File: src/rtl/width_downsizer_pkg.sv
// Shared encodings for the width downsizer: per-word conversion modes and FSM states.
package width_downsizer_pkg;

  localparam int unsigned DEF_IN_W  = 32;
  localparam int unsigned DEF_OUT_W = 16;

  typedef enum logic [1:0] {
    MODE_TRUNC = 2'b00,
    MODE_SER   = 2'b01,
    MODE_SAT   = 2'b10,
    MODE_RSVD  = 2'b11
  } mode_e;

  typedef enum logic {
    IDLE = 1'b0,
    SEND = 1'b1
  } state_e;

endpackage

File: src/rtl/width_downsizer_sat_clamp.sv
// Combinational signed clamp of an IN_W-bit word into the OUT_W-bit signed range.
module width_downsizer_sat_clamp #(
  parameter int unsigned IN_W  = 32,
  parameter int unsigned OUT_W = 16
) (
  input  logic [IN_W-1:0]  data_i,
  output logic [OUT_W-1:0] value_c_o,
  output logic             sat_c_o
);

  localparam int unsigned UPPER_W = IN_W - OUT_W + 1;

  logic [UPPER_W-1:0] upper;
  logic               fits;

  // The word fits when every bit from the narrow sign bit upward equals the sign.
  always_comb begin
    upper     = data_i[IN_W-1:OUT_W-1];
    fits      = (upper == '0) || (upper == '1);
    value_c_o = data_i[OUT_W-1:0];
    sat_c_o   = 1'b0;
    if (!fits) begin
      sat_c_o   = 1'b1;
      value_c_o = data_i[IN_W-1] ? {1'b1, {(OUT_W-1){1'b0}}}
                                 : {1'b0, {(OUT_W-1){1'b1}}};
    end
  end

endmodule

File: src/rtl/width_downsizer.sv
// Registered IN_W -> OUT_W width converter with truncate, serialize and saturate modes
// and valid/ready handshakes on both sides.
module width_downsizer
  import width_downsizer_pkg::*;
#(
  parameter int unsigned IN_W  = DEF_IN_W,
  parameter int unsigned OUT_W = DEF_OUT_W
) (
  input  logic             clk,
  input  logic             rst,
  input  logic [IN_W-1:0]  in_data,
  input  logic [1:0]       in_mode,
  input  logic             in_valid,
  output logic             in_ready,
  output logic [OUT_W-1:0] out_data,
  output logic             out_valid,
  input  logic             out_ready,
  output logic             out_last,
  output logic             out_sat
);

  localparam int unsigned RATIO = IN_W / OUT_W;
  localparam int unsigned CNT_W = (RATIO > 1) ? $clog2(RATIO) : 1;

  state_e                       state_q, state_d;
  logic [CNT_W-1:0]             cnt_q, cnt_d;
  logic [RATIO-1:0][OUT_W-1:0]  hold_q, hold_d;
  logic [OUT_W-1:0]             out_data_q, out_data_d;
  logic                         out_valid_q, out_valid_d;
  logic                         out_last_q, out_last_d;
  logic                         out_sat_q, out_sat_d;

  logic                         in_fire, out_fire, load_word;
  logic [OUT_W-1:0]             clamp_value;
  logic                         clamp_sat;

  width_downsizer_sat_clamp #(
    .IN_W  (IN_W),
    .OUT_W (OUT_W)
  ) u_sat_clamp (
    .data_i    (in_data),
    .value_c_o (clamp_value),
    .sat_c_o   (clamp_sat)
  );

  // A new word may enter while idle or as the final beat of the current word leaves.
  assign in_ready = !out_valid_q || (out_ready && out_last_q);
  assign in_fire  = in_valid && in_ready;
  assign out_fire = out_valid_q && out_ready;

  always_comb begin
    state_d     = state_q;
    cnt_d       = cnt_q;
    hold_d      = hold_q;
    out_data_d  = out_data_q;
    out_valid_d = out_valid_q;
    out_last_d  = out_last_q;
    out_sat_d   = out_sat_q;
    load_word   = 1'b0;

    case (state_q)
      IDLE: begin
        if (in_fire) load_word = 1'b1;
      end
      SEND: begin
        if (out_fire) begin
          if (!out_last_q) begin
            cnt_d      = cnt_q + CNT_W'(1);
            out_data_d = hold_q[cnt_d];
            out_last_d = (cnt_d == CNT_W'(RATIO - 1));
          end else if (in_fire) begin
            load_word = 1'b1;
          end else begin
            state_d     = IDLE;
            out_valid_d = 1'b0;
            out_last_d  = 1'b0;
            out_sat_d   = 1'b0;
          end
        end
      end
      default: state_d = IDLE;
    endcase

    // Mode only shapes beat 0; later serialize beats come from the holding register.
    if (load_word) begin
      state_d     = SEND;
      cnt_d       = '0;
      hold_d      = in_data;
      out_valid_d = 1'b1;
      out_data_d  = in_data[OUT_W-1:0];
      out_last_d  = 1'b1;
      out_sat_d   = 1'b0;
      case (mode_e'(in_mode))
        MODE_SER: out_last_d = 1'b0;
        MODE_SAT: begin
          out_data_d = clamp_value;
          out_sat_d  = clamp_sat;
        end
        default: ;
      endcase
    end
  end

  always_ff @(posedge clk) begin
    if (rst) begin
      state_q     <= IDLE;
      cnt_q       <= '0;
      hold_q      <= '0;
      out_data_q  <= '0;
      out_valid_q <= 1'b0;
      out_last_q  <= 1'b0;
      out_sat_q   <= 1'b0;
    end else begin
      state_q     <= state_d;
      cnt_q       <= cnt_d;
      hold_q      <= hold_d;
      out_data_q  <= out_data_d;
      out_valid_q <= out_valid_d;
      out_last_q  <= out_last_d;
      out_sat_q   <= out_sat_d;
    end
  end

  assign out_data  = out_data_q;
  assign out_valid = out_valid_q;
  assign out_last  = out_last_q;
  assign out_sat   = out_sat_q;

endmodule

File: config.mk
export PLATFORM = sky130hd
export DESIGN_NAME = width_downsizer
export DESIGN_NICKNAME = d
export VERILOG_FILES = /design/src/rtl/width_downsizer_pkg.sv /design/src/rtl/width_downsizer_sat_clamp.sv /design/src/rtl/width_downsizer.sv
export SDC_FILE = /design/constraint.sdc
export NUM_CORES = 1
export LEC_CHECK = 0
export ABC_AREA = 1
export CAP_MARGIN = 15
export CORE_ASPECT_RATIO = 0.9
export CORE_MARGIN = 4
export CORE_UTILIZATION = 48
export CTS_CLUSTER_SIZE = 20
export DETAILED_ROUTE_END_ITERATION = 8
export GPL_ROUTABILITY_DRIVEN = 1
export PLACE_DENSITY_LB_ADDON = 0.12
export SETUP_SLACK_MARGIN = 0.02
export SYNTH_ARGS = -nofsm -noshare
export SYNTH_HDL_FRONTEND = slang
export SYNTH_SLANG_ARGS = --single-unit
File: constraint.sdc
create_clock -name clk -period 3.55 [get_ports clk]
set_input_delay 0.8875 -clock clk [delete_from_list [all_inputs] [get_ports clk]]
set_output_delay 0.8875 -clock clk [all_outputs]
set_load 0.01 [all_outputs]
# Word level (Yosys, flattened, before mapping)
# Cells that the tools add are included.
# op_classes
magnitude_cmp,1
n_addsub,1
bitwise,2
n_reduce_logical,15
muxes,30
eq_ne,5
# ops
operator,n
$mux 16,9
$mux 1,20
$eq 17x17->1 const B,1
$logic_not 17->1,1
$reduce_and 3->1,2
$reduce_bool 2->1,3
$ne 2x1->1 const B,2
$reduce_and 4->1,1
$logic_and 1x1->1,3
$eq 2x1->1 const B,1
$eq 2x2->1 const B,1
$logic_or 1x1->1,2
$lt 1x2->1 const B,1
$not 1->1,2
$pmux 1 s2,1
$reduce_and 2->1,1
$reduce_or 2->1,1
$add 1x1->1 const B,1
$logic_not 1->1,1
# totals
output_inout_bits,20
reg_bits,53
elab_cells,62

# Depth between registers and ports, before layout
# logic_depth
depth_word,9
depth_mapped,11
depth_no_buf,10

# Hierarchy
# A second synthesis with hierarchy kept.
# hier_totals
hier_cells,489
hier_area_um2,2934.1
# modules_own_cells
mod,area_per_inst_um2,instances,seq_area_each_um2,cells_each
width_downsizer,2640.0,1,1061.0,420
width_downsizer_sat_clamp,294.0,1,0.0,69

# Worst setup path before layout
# No wires, ideal clock.
# synth_timing
kind,input -> output
from,input out_ready
to,output in_ready
stages,2
arrival_time_ns,1.050
path_slack_ns,1.613
n_path_buf,0
t_required_ns,2.663
path_cell_list,nand2_1 -> nand2_2
# synth_via
elab_chain_cells,2
# synth_lines
item,line,text
"start, declared",width_downsizer.sv:17,"input logic out_ready,"
$logic_and 1x1->1,width_downsizer.sv:47,assign in_ready = !out_valid_q || (out_ready && out_last_q);
$logic_or 1x1->1,width_downsizer.sv:47,
"end, declared",width_downsizer.sv:14,"output logic in_ready,"
# Every way passes these cells.

# Worst setup path in the final report
# Same ends and word-level chain as after synthesis.

==> impl_metrics.csv <==
group,metric,value,unit
global_routing,globalRoute.totalOverflow,0,
global_routing,track_usage,0.186,
global_routing,grt_antenna_before_repair,0,
logic_synthesis,synth.yosys.warnings,0,
min_path,hold_path_class,"flop to flop",
global_routing,pin_count_of_the_biggest_net_entering_global_routing,56,
logic_synthesis,synth_fp_nets,431,
critical_path,critical_path.most_common_cell,"clkdlybuf4s50_1",
timing,timing_max_transition_violations_final,0,
die,core_area,0.00529,mm²
place,preCtsSetupSlack,0.561,ns
logic_synthesis,synthDistinctLibCells,25,
critical_path,worstPathMaxFanout,3,
global_routing,grt_pass1_wl,10100,µm
logic_synthesis,combined_area_of_all_synthesized_cells,0.00263,mm²
cts,clock_tree.htree_level_count,2,
cts,clkSlewWorstSetupHoldPaths,0.09,ns
place,portBuffers,57,
place,post-dp-hpwl,4320,µm
logic_synthesis,ys_ff_latch,53,
timing,setup_viol,0,
routing,drc,0,
routing,drt_first_pass_iters,4,
timing,layout_worst_path_cycle_share,0.841,
critical_path,crit_slowest_cell,"clkdlybuf4s50_1",
cts,cts_root_buffer,"clkbuf_8",
die,die_width,86.0,µm
logic_synthesis,commonest_cells_in_the_synthesized_netlist,"110 x nand2_1, 60 x nor2_1, 53 x dfxtp_1, 52 x o21ai_0, 38 x inv_1",
logic_synthesis,synth.yosys.seq_area_share,0.404,
layout,final_net_count,477,
cts,cts.hold.buffers_added,0,
die,die_area,0.00672,mm²
timing,post-route-min-period,2.99,ns
timing,finalHoldViolCount,0,
critical_path,crit_type,"primary input to output port",
critical_path,cp_cell_sequence,"clkdlybuf4s50_1, nand2_1, nand2_2, clkdlybuf4s50_1",
logic_synthesis,synth-async-reset-ratio,0,
routing,first_iter_violations,180,
timing,relSlewSlack,0.287,
cts,postCtsSetupBuffers,0,
die,die_height,78.2,µm
logic_synthesis,yosys_most_used_dff,"dfxtp_1",
routing,wl_per_cell,11.9,µm
die,boundaryPins,58,
run_status,status,"finished, final reports clean",
logic_synthesis,yosysMostFrequentCell,"nand2_1",
routing,drt.antenna.violating_nets,0,
timing,final.setup.tns,0,ns
power_and_ir_drop,power.density_cell_area,437,mW/mm²
timing,timing.final.ws_setup,0.563,ns
cts,cts_repair_resize_count,0,
logic_synthesis,yosys.area.top_type,"dfxtp_1",
critical_path,critical_path_buf_inv_count,2,
power_and_ir_drop,p_leak,0.00142,µW
routing,routed_wl,6030,µm
critical_path,critPathArrivalTime,2.10,ns
critical_path,critical_path.startpoint_type,"primary input",
critical_path,worstPathRequired,2.66,ns
logic_synthesis,synth.top_cells.by_area,"dfxtp_1 40%, nand2_1 16%, o21ai_0 9.9%",
logic_synthesis,synth_largest_type_area_fraction,0.404,
die,floorplan.initialDensity,0.497,
critical_path,critical_path.top_delay_family,"buffers and inverters",
timing,max_freq,335,MHz
job,maxCapViolations,0,
logic_synthesis,postSynthCellCount,393,
critical_path,critical_path.endpoint_type,"output port",
logic_synthesis,syn_area_per_cell,6.69,µm²
layout,p_r_area_growth_vs_syn,25.2,%
timing,fin_worst_hold_slack,0.452,ns
power_and_ir_drop,vdd_ir_drop_max,228,µV
critical_path,slowest_delay,0.54,ns
die,rows,25,
cts,clk-insertion-delay-late,0.30,ns
routing,detail_route.vias_per_cell,4.80,
cts,max_buffers_root_to_sink,2,
cts,tritoncts_buffer_count,5,
timing,clock_skew,0.00488,ns
routing,num_vias,2436,
timing,worst_slew_pin_slew,1.07,ns
cts,clock_tree_from_tritoncts,"yes",
layout,num_antenna_cells,0,
place,place_congestion,0.833,
timing,grt_setup_unrepaired,"no",
layout,drive_gt1_frac,0.0682,
global_routing,grt_pass1_vias,2163,
logic_synthesis,count_of_flip_flops_with_a_built_in_enable_after_synthesis,0,
cts,clock_sink_count,53,
[logic make-up after synthesis]
kind of cell | synth area share
AND/OR/NAND/NOR | 0.307
AO/OA/AOI/OAI | 0.181
buffers and inverters | 0.104
flip-flops | 0.404
XOR/XNOR | 0.00333
[path summary, 6_finish.rpt]
| path | start | end | slack [ns] | depth (start not counted) |
|---|---|---|---|---|
| setup reg to reg | cnt_q | out_data[7] | 1.84 | 5 |
| hold reg to reg | hold_q[28] | hold_q[28] | 0.45 | 2 |
| hold / removal | hold_q[28] | hold_q[28] | 0.45 | 2 |
| setup / recovery | out_ready | in_ready | 0.56 | 4 |
[worst register-to-register path, cell delays in order, from the launching register on]
cell	delay, ns
dfxtp_1	1.04
o21ai_0	0.24
nand2_1	0.11
nand2_1	0.09
nor2_2	0.09
nor2_1	0.04
[flip-flops by register name (all words and copies together), names as in the netlist]
register and cells:
hold_q 32, out_data 16, out_valid 1, state_q 1
out_sat 1, out_last 1, cnt_q 1
[area by class of cell]
type | instances | area, µm²
Fill cell | 540 | 2000
Multi-Input combinational cell | 280 | 1290
Sequential cell | 53 | 1060
Timing Repair Buffer | 60 | 606
Inverter | 39 | 146
Clock buffer | 7 | 96.3
Tap cell | 67 | 83.8
Clock inverter | 1 | 5.00
[layer usage]
metal	vias up	track usage	wire [µm]
met1	1049	0.271	3040
met2	65	0.280	2590
met3	4	0.0325	351
met4	0	0.0522	51
met5	-	0	0
li1	1318	-	-
[metrics by stage]
step / cell area (µm²) / utilization / total power, µW / std cells
5_1_grt: 3290 / 0.622 / 1530 / 507
6_report: 3290 / 0.622 / 1440 / 507
3_5_place_dp: 3190 / 0.603 / 1090 / 499
4_1_cts: 3290 / 0.622 / 1450 / 507
3_3_place_gp: 3190 / 0.603 / 1080 / 499
2_1_floorplan: 2630 / - / 942 / 393
[power by group]
part           switching (µW)  internal (µW)  total (µW)
registers                30.1            661         691
clock network             191            177         368
logic                     207            172         379
total                     428           1010        1440
[cells in the final DEF, fill, tap and decap left out]
cell,Yosys,layout
a211oi_1,6,6
a211oi_2,1,1
a21oi_1,29,29
buf_12,0,1
buf_4,3,2
clkbuf_8,0,7
clkdlybuf4s50_1,0,57
clkinv_2,0,1
dfxtp_1,53,53
inv_1,38,38
inv_2,1,1
nand2_1,110,110
nand2_2,5,5
nand2_4,2,2
nand3_1,2,2
nand3_4,1,1
nor2_1,60,60
nor2_2,5,5
nor2_4,1,1
nor2_8,2,2
nor3_1,1,1
o21ai_0,52,52
o21ai_1,1,1
o21ai_2,1,1
xor2_1,1,1
(Power assumes the default switching activity.)
